--- src/rtl/fir_regs_pkg.sv ---
// fir_regs_pkg: address map, register bit indices and run states shared by the FIR register block
package fir_regs_pkg;
   localparam int ADDR_CTRL     = 0;
   localparam int ADDR_STATUS   = 1;
   localparam int ADDR_LEN      = 2;
   localparam int ADDR_NTAPS    = 3;
   localparam int ADDR_PROGRESS = 4;
   localparam int ADDR_ID       = 5;
   localparam int COEF_BASE     = 32;
   localparam int CTRL_START    = 0;
   localparam int CTRL_SOFT_RST = 1;
   localparam int CTRL_IRQ_EN   = 2;
   localparam int ST_BUSY       = 0;
   localparam int ST_DONE       = 1;
   localparam int ST_ERR        = 2;
   localparam logic [15:0] ID_VALUE = 16'hF1A0;
   typedef enum logic {IDLE, RUN} state_e;
endpackage

--- src/rtl/fir_coef_bank.sv ---
// fir_coef_bank: coefficient array with one write port and two combinational read ports
module fir_coef_bank #(
   parameter int DATA_W    = 16,
   parameter int NTAPS_MAX = 32
) (
   input  logic              clk_i,
   input  logic              rst_i,
   input  logic              we_i,
   input  logic [4:0]        widx_i,
   input  logic [DATA_W-1:0] wdata_i,
   input  logic [4:0]        ra_idx_i,
   output logic [DATA_W-1:0] ra_data_o,
   input  logic [4:0]        rb_idx_i,
   output logic [DATA_W-1:0] rb_data_o
);
   localparam int IW = $clog2(NTAPS_MAX);
   logic [DATA_W-1:0] mem_q [NTAPS_MAX];
   always_ff @(posedge clk_i) begin
      if (rst_i)
         for (int i = 0; i < NTAPS_MAX; i++) mem_q[i] <= '0;
      else if (we_i && int'(widx_i) < NTAPS_MAX)
         mem_q[widx_i[IW-1:0]] <= wdata_i;
   end
   assign ra_data_o = (int'(ra_idx_i) < NTAPS_MAX) ? mem_q[ra_idx_i[IW-1:0]] : '0;
   assign rb_data_o = (int'(rb_idx_i) < NTAPS_MAX) ? mem_q[rb_idx_i[IW-1:0]] : '0;
endmodule

--- src/rtl/fir_ctrl_regs.sv ---
// fir_ctrl_regs: FIR control/status registers, coefficient bank and run controller on the peripheral bus
module fir_ctrl_regs #(
   parameter int                DATA_W    = 16,
   parameter int                ADDR_W    = 6,
   parameter int                NTAPS_MAX = 32,
   parameter logic [DATA_W-1:0] ID_VALUE  = fir_regs_pkg::ID_VALUE
) (
   input  logic              PCLK,
   input  logic              PRESET,
   input  logic [ADDR_W-1:0] p_address,
   input  logic [DATA_W-1:0] p_data,
   input  logic              p_wr,
   output logic [DATA_W-1:0] p_data_back,
   input  logic [4:0]        coef_raddr,
   output logic [DATA_W-1:0] coef_rdata,
   output logic              fir_start,
   output logic [DATA_W-1:0] fir_len,
   output logic [5:0]        fir_ntaps,
   input  logic              fir_sample_done,
   output logic              irq
);
   import fir_regs_pkg::*;
   state_e            state_q, state_d;
   logic [DATA_W-1:0] len_q, len_d, prog_q, prog_d, rdata_d, coef_rd;
   logic [5:0]        ntaps_q, ntaps_d;
   logic              irq_en_q, irq_en_d, done_q, done_d, err_q, err_d, start_q, start_d;
   logic              busy, coef_sel, wr_ctrl, wr_status, wr_len, wr_ntaps, wr_coef;
   logic              start_req, soft_rst, cfg_ok, last;
   assign busy      = state_q == RUN;
   assign coef_sel  = p_address[ADDR_W-1:5] == (ADDR_W-5)'(COEF_BASE >> 5);
   assign wr_ctrl   = p_wr && p_address == ADDR_W'(ADDR_CTRL);
   assign wr_status = p_wr && p_address == ADDR_W'(ADDR_STATUS);
   assign wr_len    = p_wr && p_address == ADDR_W'(ADDR_LEN);
   assign wr_ntaps  = p_wr && p_address == ADDR_W'(ADDR_NTAPS);
   assign wr_coef   = p_wr && coef_sel;
   assign start_req = wr_ctrl && p_data[CTRL_START];
   assign soft_rst  = wr_ctrl && p_data[CTRL_SOFT_RST];
   assign cfg_ok    = ntaps_q != 0 && int'(ntaps_q) <= NTAPS_MAX && len_q != 0;
   assign last      = busy && fir_sample_done && prog_q + DATA_W'(1) == len_q;
   fir_coef_bank #(.DATA_W(DATA_W), .NTAPS_MAX(NTAPS_MAX)) u_bank (
      .clk_i(PCLK), .rst_i(PRESET), .we_i(wr_coef && !busy), .widx_i(p_address[4:0]),
      .wdata_i(p_data), .ra_idx_i(p_address[4:0]), .ra_data_o(coef_rd),
      .rb_idx_i(coef_raddr), .rb_data_o(coef_rdata));
   // later assignments take priority: completion beats DONE clear, SOFT_RST beats everything
   always_comb begin
      state_d  = state_q;
      prog_d   = prog_q;
      len_d    = (wr_len && !busy) ? p_data : len_q;
      ntaps_d  = (wr_ntaps && !busy) ? p_data[5:0] : ntaps_q;
      irq_en_d = wr_ctrl ? p_data[CTRL_IRQ_EN] : irq_en_q;
      done_d   = done_q && !(wr_status && p_data[ST_DONE]);
      err_d    = (err_q && !(wr_status && p_data[ST_ERR]))
               || (busy && (wr_len || wr_ntaps || wr_coef || start_req))
               || (start_req && !busy && !cfg_ok);
      start_d  = start_req && !busy && cfg_ok && !soft_rst;
      if (busy && fir_sample_done) prog_d = prog_q + DATA_W'(1);
      if (last) begin state_d = IDLE; done_d = 1'b1; end
      if (start_d) begin state_d = RUN; prog_d = '0; done_d = 1'b0; end
      if (soft_rst) begin state_d = IDLE; prog_d = '0; done_d = 1'b0; err_d = 1'b0; end
   end
   always_comb begin
      rdata_d = '0;
      if (coef_sel) rdata_d = coef_rd;
      else case (p_address)
         ADDR_W'(ADDR_CTRL):     rdata_d[CTRL_IRQ_EN] = irq_en_q;
         ADDR_W'(ADDR_STATUS):   rdata_d[2:0] = {err_q, done_q, busy};
         ADDR_W'(ADDR_LEN):      rdata_d = len_q;
         ADDR_W'(ADDR_NTAPS):    rdata_d[5:0] = ntaps_q;
         ADDR_W'(ADDR_PROGRESS): rdata_d = prog_q;
         ADDR_W'(ADDR_ID):       rdata_d = ID_VALUE;
         default:                rdata_d = '0;
      endcase
   end
   always_ff @(posedge PCLK) begin
      if (PRESET) begin
         state_q     <= IDLE;
         prog_q      <= '0;
         len_q       <= '0;
         ntaps_q     <= '0;
         irq_en_q    <= 1'b0;
         done_q      <= 1'b0;
         err_q       <= 1'b0;
         start_q     <= 1'b0;
         irq         <= 1'b0;
         p_data_back <= '0;
      end else begin
         state_q     <= state_d;
         prog_q      <= prog_d;
         len_q       <= len_d;
         ntaps_q     <= ntaps_d;
         irq_en_q    <= irq_en_d;
         done_q      <= done_d;
         err_q       <= err_d;
         start_q     <= start_d;
         irq         <= irq_en_q && done_q;
         p_data_back <= rdata_d;
      end
   end
   assign fir_start = start_q;
   assign fir_len   = len_q;
   assign fir_ntaps = ntaps_q;
endmodule

--- config.mk ---
export PLATFORM = sky130hd
export DESIGN_NAME = fir_ctrl_regs
export DESIGN_NICKNAME = d
export VERILOG_FILES = /design/src/rtl/fir_regs_pkg.sv /design/src/rtl/fir_coef_bank.sv /design/src/rtl/fir_ctrl_regs.sv
export SDC_FILE = /design/constraint.sdc
export NUM_CORES = 1
export LEC_CHECK = 0
export ABC_CLOCK_PERIOD_IN_PS = 3750
export CORE_MARGIN = 5
export CORE_UTILIZATION = 60
export DETAILED_ROUTE_END_ITERATION = 8
export GPL_TIMING_DRIVEN = 0
export PLACE_DENSITY = 0.78
export SYNTH_ARGS = -nofsm -noshare
export SYNTH_HDL_FRONTEND = slang
export SYNTH_HIERARCHICAL = 1
export SYNTH_SLANG_ARGS = --single-unit
--- constraint.sdc ---
create_clock -name PCLK -period 3.75 [get_ports PCLK]
set_input_delay 0.75 -clock PCLK [delete_from_list [all_inputs] [get_ports PCLK]]
set_output_delay 0.75 -clock PCLK [all_outputs]
set_load 0.03 [all_outputs]
==> reports/results.tsv <==
stage	metric	value	unit
outcome	status	finished, violations left	
outcome	violated checks	negative setup slack	
global_routing	vias in the first global route	23250	
timing	Fin. Hold Viols	0	
yosys	Yosys top cell area share	0.4865	
yosys	top cells by count, synth	mux2i_1, and2_1, edfxtp_1	
global_routing	largest net degree at the start of global routing	17	
power	Leak	14.31	nW
timing	slew at the pin closest to its max-slew limit	1011	ps
yosys	Synth Register Bits	572	
critical_path	CP Capture Type	output port	
clocking	CTS tree	built	
cells_and_area	Syn-to-layout area delta	12.97	%
cells_and_area	share of layout cells above drive strength 1	0.1304	
placement	number of placed instances, taps included	3472	
die	Die H	239.5	microns
detailed_routing	DRC	0	
detailed_routing	DR vias	24050	
placement	routability congestion estimate	1.080	
timing	# setup viols final	10	
global_routing	total track usage	0.3669	
clocking	hold-fix buffers at CTS	0	
clocking	CTS buffer count	61	
power	internal cell power	11.42	mW
die	I/O Pins	87	
die	Core Box Area	52340	sq um
detailed_routing	Routed wire per std cell	30.10	microns
clocking	Clock Tree Buf Depth	3	
timing	Slew Limit Headroom	0.3262	
critical_path	Worst Reg-to-Reg Cells	9	
critical_path	Crit Path Class	in2out	
worst_hold_path	Hold WC Path Type	reg2reg	
timing	final worst slack	-59.86	ps
yosys	leading area contributor after synthesis	edfxtp_1	
timing	final setup TNS	-374.7	ps
cells_and_area	Post-Layout Cell Count	3589	
placement	Port Buf Inserts	83	
timing	Tcrit/Tclk final	1.016	
die	Site Rows	84	
critical_path	worst-path fanout max	10	
power	Flop pwr share	0.472	
detailed_routing	Vias/cell	6.701	
yosys	count leader, synth	mux2i_1	
global_routing	first-pass GRT wire length	153.7	mm
clocking	worst-skew pair later-pin latency	650	ps
yosys	number of synthesized flops with an enable pin	512	
yosys	ys flop type	edfxtp_1	
timing	Clock Skew	24.57	ps
global_routing	initial antenna violation count	4	
timing	fmax	0.2625	GHz
placement	Post-Place Setup Slack	-1082	ps
critical_path	Worst EP required	3000	ps
run	max-cap check violation count	0	
critical_path	Setup crit start kind	input port	
power	maximum VDD drop	0.5602	mV
die	die area	57360	sq um
yosys	Mapped Cells	2701	
yosys	syn_nets	2733	
detailed_routing	DR pass1 iterations	8	
timing	fin. max-slew vios	0	
detailed_routing	Detail Route Antenna Nets	0	
cells_and_area	Post-Layout Inst Area	35700	sq um
timing	minimum clock period	3810	ps
timing	worst hold slack	467.1	ps
yosys	Seq/Total Area, Yosys	0.5245	
clocking	clk sinks	572	
yosys	Synth Area per Inst	11.70	sq um
power	combinational power share	0.118	
yosys	Synth Warn #	6	
clocking	clock root buffer	clkbuf_16	
yosys	largest cells by area after synthesis	edfxtp_1, mux2i_1, and2_1	
detailed_routing	drt total wl	108.0	mm
critical_path	Arrival @ worst endpoint	3060	ps
yosys	area of the mapped netlist	31600	sq um
clocking	clock slew at reported path FFs	60	ps
yosys	asr flop ratio synth	0	
die	Die X	239.5	microns
worst_hold_path	hold path depth	2	
power	Clock Power Share	0.410	
cells_and_area	Final #Nets	2880	
yosys	Unique masters post-synth	60	
global_routing	total gr overflow	0	
power	Sw Pwr	3.950	mW
die	Initial Util	0.6037	
power	PwrDens	430.6	nW/um^2
power	switch share	0.2570	
detailed_routing	1st-iter DRT viols	3194	
clocking	htree depth	2	
placement	detailed placer's ending HPWL	79.65	mm
placement	DP Area	33290	sq um
stage by stage:
stage	utilization	total power, mW
3_5_place_dp	0.6361	9.114
5_1_grt	0.6819	15.75
6_report	0.6820	15.37
2_1_floorplan	-	8.384
4_1_cts	0.6800	15.33
3_3_place_gp	0.6361	9.067
area by class of cell:
type                       count  area, sq um
clock buffer                  73         1664
clock inverter                40        424.2
fill                        3849        16640
timing repair buffer          85        823.3
sequential                   572        16580
inverter                       4        15.01
tap                          688        860.8
buffer                       246         1316
multi-input combinational   1878        14010
antenna                        3        7.507
timing repair:
item / 4_1_cts / 5_1_grt
endpoints found under the hold margin: 0 / 0
pin swaps: 13 / 11
buffers inserted: 2 / 0
gates resized for setup: 123 / 50
endpoints found under the setup margin: 485 / 665
worst max-delay path, cell delays in order:
cell             delay [ps]
clkdlybuf4s50_1         480
nor2b_1                 170
buf_4                   200
buf_4                   210
a22oi_1                 310
nand4_1                 370
nand3_2                 210
clkdlybuf4s15_2         340
placed cells by master (no fill, tap or decap), drive strengths merged, types with 39 or more instances in the layout:
cell,Yosys,layout
nand4,40,40
nor2,71,71
clkbuf,127,204
buf,120,124
a22oi,131,131
edfxtp,512,512
nor3,44,44
a21oi,91,91
a22o,64,64
and2,517,517
clkdlybuf4s50,0,64
nand3,98,98
a31oi,39,39
dfxtp,60,60
mux2i,520,520
nand2,115,115
sequential cells by signal, summed over array words and instances (netlist names):
name / flops
p_data_back: 16
err_q: 1
busy: 1
fir_start: 1
done_q: 1
irq: 1
prog_q: 16
fir_len: 16
fir_ntaps: 6
u_bank/mem_q: 512
irq_en_q: 1
final timing paths:
kind / from / slack [ps] / to
setup / recovery: coef_raddr[0] / -60 / coef_rdata[5]
setup reg to reg: busy / 510 / u_bank/mem_q[21][10]
hold / removal: irq_en_q / 470 / irq
hold reg to reg: irq_en_q / 470 / irq
routing by layer:
metal / vias to the layer above / GRT usage / routed length [microns]
met3: 362 / 0.08140 / 11650
li1: 10250 / - / -
met2: 1516 / 0.5586 / 47640
met5: - / 0 / 13
met1: 11930 / 0.4985 / 41620
met4: 2 / 0.1895 / 7115
cell families after synthesis:
family	after synthesis	synth area share
AO/OA/AOI/OAI	358	0.07967
XOR/XNOR	34	0.009661
adder cells (fa/ha/maj)	1	0.0003959
buffers and inverters	251	0.03963
flip-flops	572	0.5245
multiplexers	525	0.1665
AND/OR/NAND/NOR	960	0.1796
power groups by stage:
stage          registers (mW)  logic (mW)  clock network (mW)
2_1_floorplan            7.37        1.02                   0
3_3_place_gp             7.36        1.70                   0
3_5_place_dp             7.38        1.73                   0
4_1_cts                  7.25        1.75                6.33
5_1_grt                  7.27        1.87                6.62
6_report                 7.25        1.82                6.30
(Power assumes the default switching activity.)
